[src/rtl/adc_capture_buffer.sv]
// adc_capture_buffer: captures a decimated record of DEPTH ADC samples after
// an arm pulse. It then serves the record as a HI/LO byte stream, one byte per
// host read request.
// Latency: the first write is DECIM cycles after arm. rd_byte is valid 2 cycles
// after entering READY and 2 cycles after each accepted rd_req.
// Backpressure: the host paces readout with rd_req and must wait for rd_valid.
// A rd_req made while rd_valid is low is dropped.
//
// Ports:
//   clk, rst         clock and synchronous active-high reset
//   adc              raw ADC code, asynchronous to clk; it is registered first
//   arm              one-cycle pulse that starts a capture (from IDLE or READY)
//   rd_req           one-cycle pulse: the host consumed rd_byte
//   rd_byte/rd_valid current readout byte and its qualifier
//   busy/done/count  capture status: done pulses on the final write
module adc_capture_buffer #(
  parameter int DEPTH = 256,
  parameter int DECIM = 48,
  parameter int ADC_W = 10
) (
  input  logic                     clk,
  input  logic                     rst,
  input  logic [ADC_W-1:0]         adc,
  input  logic                     arm,
  input  logic                     rd_req,
  output logic [7:0]               rd_byte,
  output logic                     rd_valid,
  output logic                     busy,
  output logic                     done,
  output logic [$clog2(DEPTH):0]   count
);

  localparam int AW = $clog2(DEPTH);
  localparam int DW = (DECIM > 1) ? $clog2(DECIM) : 1;

  localparam logic [1:0] S_IDLE    = 2'd0;
  localparam logic [1:0] S_CAPTURE = 2'd1;
  localparam logic [1:0] S_READY   = 2'd2;

  localparam logic [AW:0]   CNT_ONE  = 1;
  localparam logic [AW-1:0] PTR_ONE  = 1;
  localparam logic [AW-1:0] PTR_LAST = AW'(DEPTH - 1);
  localparam logic [DW-1:0] DIV_ONE  = 1;
  localparam logic [DW-1:0] DIV_LAST = DW'(DECIM - 1);

  logic [1:0]       state_q, state_d;
  logic [ADC_W-1:0] adc_q;
  logic [DW-1:0]    div_q, div_d;
  logic [AW-1:0]    wptr_q, wptr_d;
  logic [AW:0]      count_q, count_d;
  logic [AW-1:0]    rptr_q, rptr_d;
  logic             phase_q, phase_d;      // 0: HI byte, 1: LO byte
  logic             fin_q, fin_d;          // whole record consumed
  logic [1:0]       lat_q, lat_d;          // cycles left until rd_byte is refreshed
  logic [7:0]       rd_byte_q, rd_byte_d;
  logic             rd_valid_q, rd_valid_d;
  logic [ADC_W-1:0] rdata_q;
  logic [15:0]      samp16;

  logic             we;
  logic             last_wr;
  logic             rd_acc;

  logic [ADC_W-1:0] mem [DEPTH];

  assign we      = (state_q == S_CAPTURE) && (div_q == DIV_LAST);
  assign last_wr = we && (wptr_q == PTR_LAST);
  // arm takes priority over a read request in the same cycle
  assign rd_acc  = (state_q == S_READY) && rd_valid_q && !fin_q && rd_req && !arm;
  // zero-extend so the HI byte carries the sample bits above bit 7
  assign samp16  = 16'(rdata_q);

  always_comb begin
    state_d    = state_q;
    div_d      = div_q;
    wptr_d     = wptr_q;
    count_d    = count_q;
    rptr_d     = rptr_q;
    phase_d    = phase_q;
    fin_d      = fin_q;
    lat_d      = lat_q;
    rd_byte_d  = rd_byte_q;
    rd_valid_d = rd_valid_q;

    case (state_q)
      S_IDLE: begin
        if (arm) begin
          state_d = S_CAPTURE;
          div_d   = '0;
          wptr_d  = '0;
          count_d = '0;
        end
      end

      S_CAPTURE: begin
        div_d = (div_q == DIV_LAST) ? '0 : div_q + DIV_ONE;
        if (we) begin
          wptr_d  = wptr_q + PTR_ONE;
          count_d = count_q + CNT_ONE;
        end
        if (last_wr) begin
          state_d    = S_READY;
          rptr_d     = '0;
          phase_d    = 1'b0;
          fin_d      = 1'b0;
          lat_d      = 2'd2;
          rd_valid_d = 1'b0;
          rd_byte_d  = 8'hFF;
        end
      end

      S_READY: begin
        if (arm) begin
          state_d    = S_CAPTURE;
          div_d      = '0;
          wptr_d     = '0;
          count_d    = '0;
          lat_d      = 2'd0;
          rd_valid_d = 1'b0;
          rd_byte_d  = 8'hFF;
        end else if (lat_q != 2'd0) begin
          // rdata_q already holds mem[rptr_q] when lat_q reaches 1
          lat_d = lat_q - 2'd1;
          if (lat_q == 2'd1) begin
            rd_valid_d = 1'b1;
            rd_byte_d  = fin_q ? 8'hFF : (phase_q ? samp16[7:0] : samp16[15:8]);
          end
        end else if (rd_acc) begin
          if (phase_q) begin
            phase_d = 1'b0;
            if (rptr_q == PTR_LAST) fin_d  = 1'b1;
            else                    rptr_d = rptr_q + PTR_ONE;
          end else begin
            phase_d = 1'b1;
          end
          lat_d      = 2'd2;
          rd_valid_d = 1'b0;
        end
      end

      default: state_d = S_IDLE;
    endcase
  end

  always_ff @(posedge clk) begin
    adc_q <= adc;
    if (rst) begin
      state_q    <= S_IDLE;
      div_q      <= '0;
      wptr_q     <= '0;
      count_q    <= '0;
      rptr_q     <= '0;
      phase_q    <= 1'b0;
      fin_q      <= 1'b0;
      lat_q      <= 2'd0;
      rd_byte_q  <= 8'hFF;
      rd_valid_q <= 1'b0;
    end else begin
      state_q    <= state_d;
      div_q      <= div_d;
      wptr_q     <= wptr_d;
      count_q    <= count_d;
      rptr_q     <= rptr_d;
      phase_q    <= phase_d;
      fin_q      <= fin_d;
      lat_q      <= lat_d;
      rd_byte_q  <= rd_byte_d;
      rd_valid_q <= rd_valid_d;
    end
  end

  // Sample RAM without reset so it maps onto block RAM, with a registered read port.
  always_ff @(posedge clk) begin
    if (we) mem[wptr_q] <= adc_q;
    rdata_q <= mem[rptr_q];
  end

  assign rd_byte  = rd_byte_q;
  assign rd_valid = rd_valid_q;
  assign busy     = (state_q == S_CAPTURE);
  assign done     = last_wr && !rst;
  assign count    = count_q;

endmodule

[config.mk]
export PLATFORM = sky130hd
export DESIGN_NAME = adc_capture_buffer
export DESIGN_NICKNAME = d
export VERILOG_FILES = /design/src/rtl/adc_capture_buffer.sv
export SDC_FILE = /design/constraint.sdc
export NUM_CORES = 2
export LEC_CHECK = 0
export BUFFER_PORTS_ARGS = -buffer_cell sky130_fd_sc_hd__buf_2
export CAP_MARGIN = 0
export CORE_ASPECT_RATIO = 0.6
export CORE_MARGIN = 1
export CORE_UTILIZATION = 36
export CTS_BUF_LIST = sky130_fd_sc_hd__clkbuf_4 sky130_fd_sc_hd__clkbuf_8
export CTS_CLUSTER_DIAMETER = 30
export CTS_CLUSTER_SIZE = 28
export DETAILED_ROUTE_END_ITERATION = 16
export GPL_TIMING_DRIVEN = 1
export HOLD_SLACK_MARGIN = 0.12
export PLACE_DENSITY = 0.49
export SYNTH_ARGS = -nofsm -noshare
export SYNTH_HDL_FRONTEND = slang
export SYNTH_SLANG_ARGS = --single-unit
[constraint.sdc]
create_clock -name clk -period 7 [get_ports clk]
set_clock_uncertainty 0.1 [all_clocks]
set_input_delay 1.75 -clock clk [delete_from_list [all_inputs] [get_ports clk]]
set_output_delay 1.75 -clock clk [all_outputs]
set_load 0.02 [all_outputs]
==> results.py <==
metrics = {
    "status": {
        "status": "complete, no violations",
    },
    "layout": {
        "drive_above_1_share_pct": 28.87,
        "final_cell_mix": "edfxtp_1 (2,560), mux4_2 (565), clkbuf_8 (426)",
        "utilization_pct": 41.73,
        "nets": 5306,
        "multiInputGateArea_sq_um": 21940,
        "postLayoutCellArea_sq_um": 116900,
        "final_common_cell": "edfxtp_1",
        "num-fill-cells": 24470,
        "syn2layout_area_growth_pct": 14.61,
        "regArea_sq_um": 78260,
    },
    "power_and_ir_drop": {
        "p_leak_nw": 35.23,
        "vdd_drop_max_uv": 150.8,
        "power_density_nw_per_um2": 302.5,
    },
    "logic_synthesis": {
        "synth_area_leaders": "edfxtp_1 (75%), mux4_2 (12%), mux2i_1 (1.9%), dfxtp_1 (1.3%), nor2_1 (1.2%)",
        "synth_largest_area_cell": "edfxtp_1",
        "synth_edf_count": 2560,
        "yosysUniqueCellTypes": 74,
        "synth_top_area_share_pct": 75.35,
        "yosysSeqAreaShare_pct": 76.65,
        "yosys_warnings": 0,
        "syn_area_sq_um": 102000,
        "syn-num-nets": 4942,
        "ys_ff_latch": 2626,
        "synth_ff_type": "edfxtp_1",
        "syn_avg_cell_area_sq_um": 20.76,
        "netlist_instances": 4914,
        "synthArstFlopShare_pct": 0,
    },
    "route": {
        "wirelength_um": 327300,
        "num_vias": 53820,
        "drtAntennaViolNets": 0,
        "first_iter_violations": 8119,
        "first_pass_iters": 7,
        "wire_per_inst_um": 35.00,
        "drc": 0,
        "vias_per_cell": 5.755,
    },
    "critical_path": {
        "crit_path_start_kind": "register",
        "cp.arrival_ns": 3.22,
        "rrSetupSlack_ns": 2.14,
        "worst-setup-path-type": "register to output port",
        "required_ns": 5.15,
        "crit_path_end_kind": "output port",
        "crit_fanout": 17,
    },
    "timing": {
        "setup_viol": 0,
        "worstMarginPinSlew_ns": 1.396,
        "slew_viol_final": 0,
        "fmax_mhz": 197.1,
        "tns_ns": 0,
        "maxSlewHeadroom_pct": 6.312,
        "fin_crit_ns": 5.075,
        "rsz0062_at_grt": "false",
        "hold_violations": 0,
        "timing.final.crit_share_pct": 72.50,
        "holdWs_ns": 0.3718,
    },
    "clock_network": {
        "cts_tree": "yes",
        "clk_path_buf_depth": 4,
        "htreeDepth": 5,
        "clkSlewWorstSetupHoldPaths_ns": 0.07,
        "clk_latency_ns": 1.03,
        "post_cts_buffers": 0,
        "cts_buffers": 416,
        "cts.root.buffer_cell": "clkbuf_8",
        "postCtsHoldBufs": 0,
        "cts-resized-gates": 0,
        "clock-sinks": 2626,
    },
    "floorplanning": {
        "io_pins": 34,
        "dieArea_sq_um": 285600,
        "die_w_um": 689.3,
        "fp.dieH_um": 414.4,
        "start_util_pct": 36.41,
        "core_area_sq_um": 280200,
        "rows": 150,
    },
    "worst_hold_path": {
        "hold_class": "register to register",
    },
    "place": {
        "place_area_sq_um": 107000,
        "io_buffer_count": 33,
        "place_hpwl_um": 200500,
        "gp_congestion": 0.8445,
    },
    "global_route": {
        "grt-ovfl-total": 0,
        "grt_usage_pct": 22.60,
        "grt_pass1_wl_um": 445900,
        "grt_pass1_vias": 51830,
        "grt_max_degree": 185,
        "antenna_found_initial": 25,
    },
    "run": {
        "max_cap_viol_count": 0,
    },
}
cell type report:
cell class	instances	area share, %
antenna	3	0.006420
clock buffer	464	5.258
clock inverter	301	3.268
inverter	11	0.03852
multi-input combinational	1976	18.77
sequential	2626	66.93
tap	3724	3.985
timing repair buffer	247	1.751
registers in the layout, indices dropped and copies added, names as in the netlist, 6 cells and up:
signal / count
mem: 2560
adc_q: 10
rptr_q: 8
div_q: 6
rdata_q: 10
wptr_q: 8
count: 9
rd_byte: 8
stage by stage:
step / cells / setup slack (ns) / power (mW)
5_1_grt: 9350 / 1.756 / 36.31
6_report: 9352 / 1.925 / 35.37
2_1_floorplan: 4914 / 2.513 / 19.30
4_1_cts: 9349 / 1.835 / 35.58
3_3_place_gp: 8584 / 2.396 / 19.85
3_5_place_dp: 8584 / 2.397 / 19.86
routing by layer:
metal	share of wire [%]	track usage, %	vias up
li1	-	-	21310
met1	47	36.33	29180
met2	39	28.41	2937
met3	13	8.778	393
met4	1.7	4.297	4
met5	0.0049	0	-
where the power goes:
part | internal (mW) | switching (mW) | total, mW
clock network | 8.85 | 7.01 | 15.9
logic | 0.894 | 1.26 | 2.16
registers | 17.2 | 0.101 | 17.3
total | 27.0 | 8.37 | 35.4
cell usage after synthesis (28+ instances only):
library cell / n
a221oi_1: 50
clkbuf_1: 122
o21ai_0: 55
mux4_2: 565
a22oi_1: 103
mux2i_1: 193
nand4_1: 28
nand3_1: 56
buf_2: 75
edfxtp_1: 2560
o22ai_1: 35
dfxtp_1: 66
a21oi_1: 119
nor2_1: 339
buf_6: 36
nand2_1: 113
cells by family after synthesis:
group                      after synthesis  synth area share [%]
AOI/OAI and AO/OA                      523                 3.563
buffers and inverters                  312                 1.992
and+or+nand+nor                        641                 2.757
muxes                                  781                 14.72
DFF                                   2626                 76.65
xor gates and xnor gates                17                0.1459
adders and majority gates               14                0.1717
worst max-delay path, cell delays in order (launching register included):
cell and delay (ns):
dfxtp_1 0.33, inv_1 0.11, ha_1 0.54, and4_1 0.31, nand3_2 0.07, buf_4 0.32
nor3_1 0.31, buf_2 0.21
worst paths after layout:
check,startpoint,end,cells past startpoint
worst min register to register,rd_byte[7]$_SDFFE_PP1P_,rd_byte[7]$_SDFFE_PP1P_,1
worst max register to register,wptr_q[6]$_SDFFE_PP0P_,mem[213][3]$_DFFE_PP_,4
worst min-delay path,rd_byte[7]$_SDFFE_PP1P_,rd_byte[7]$_SDFFE_PP1P_,1
worst max-delay path,state_q[1]$_SDFFE_PP0P_,done,7
Note: power is estimated with default switching activity, not from simulation.
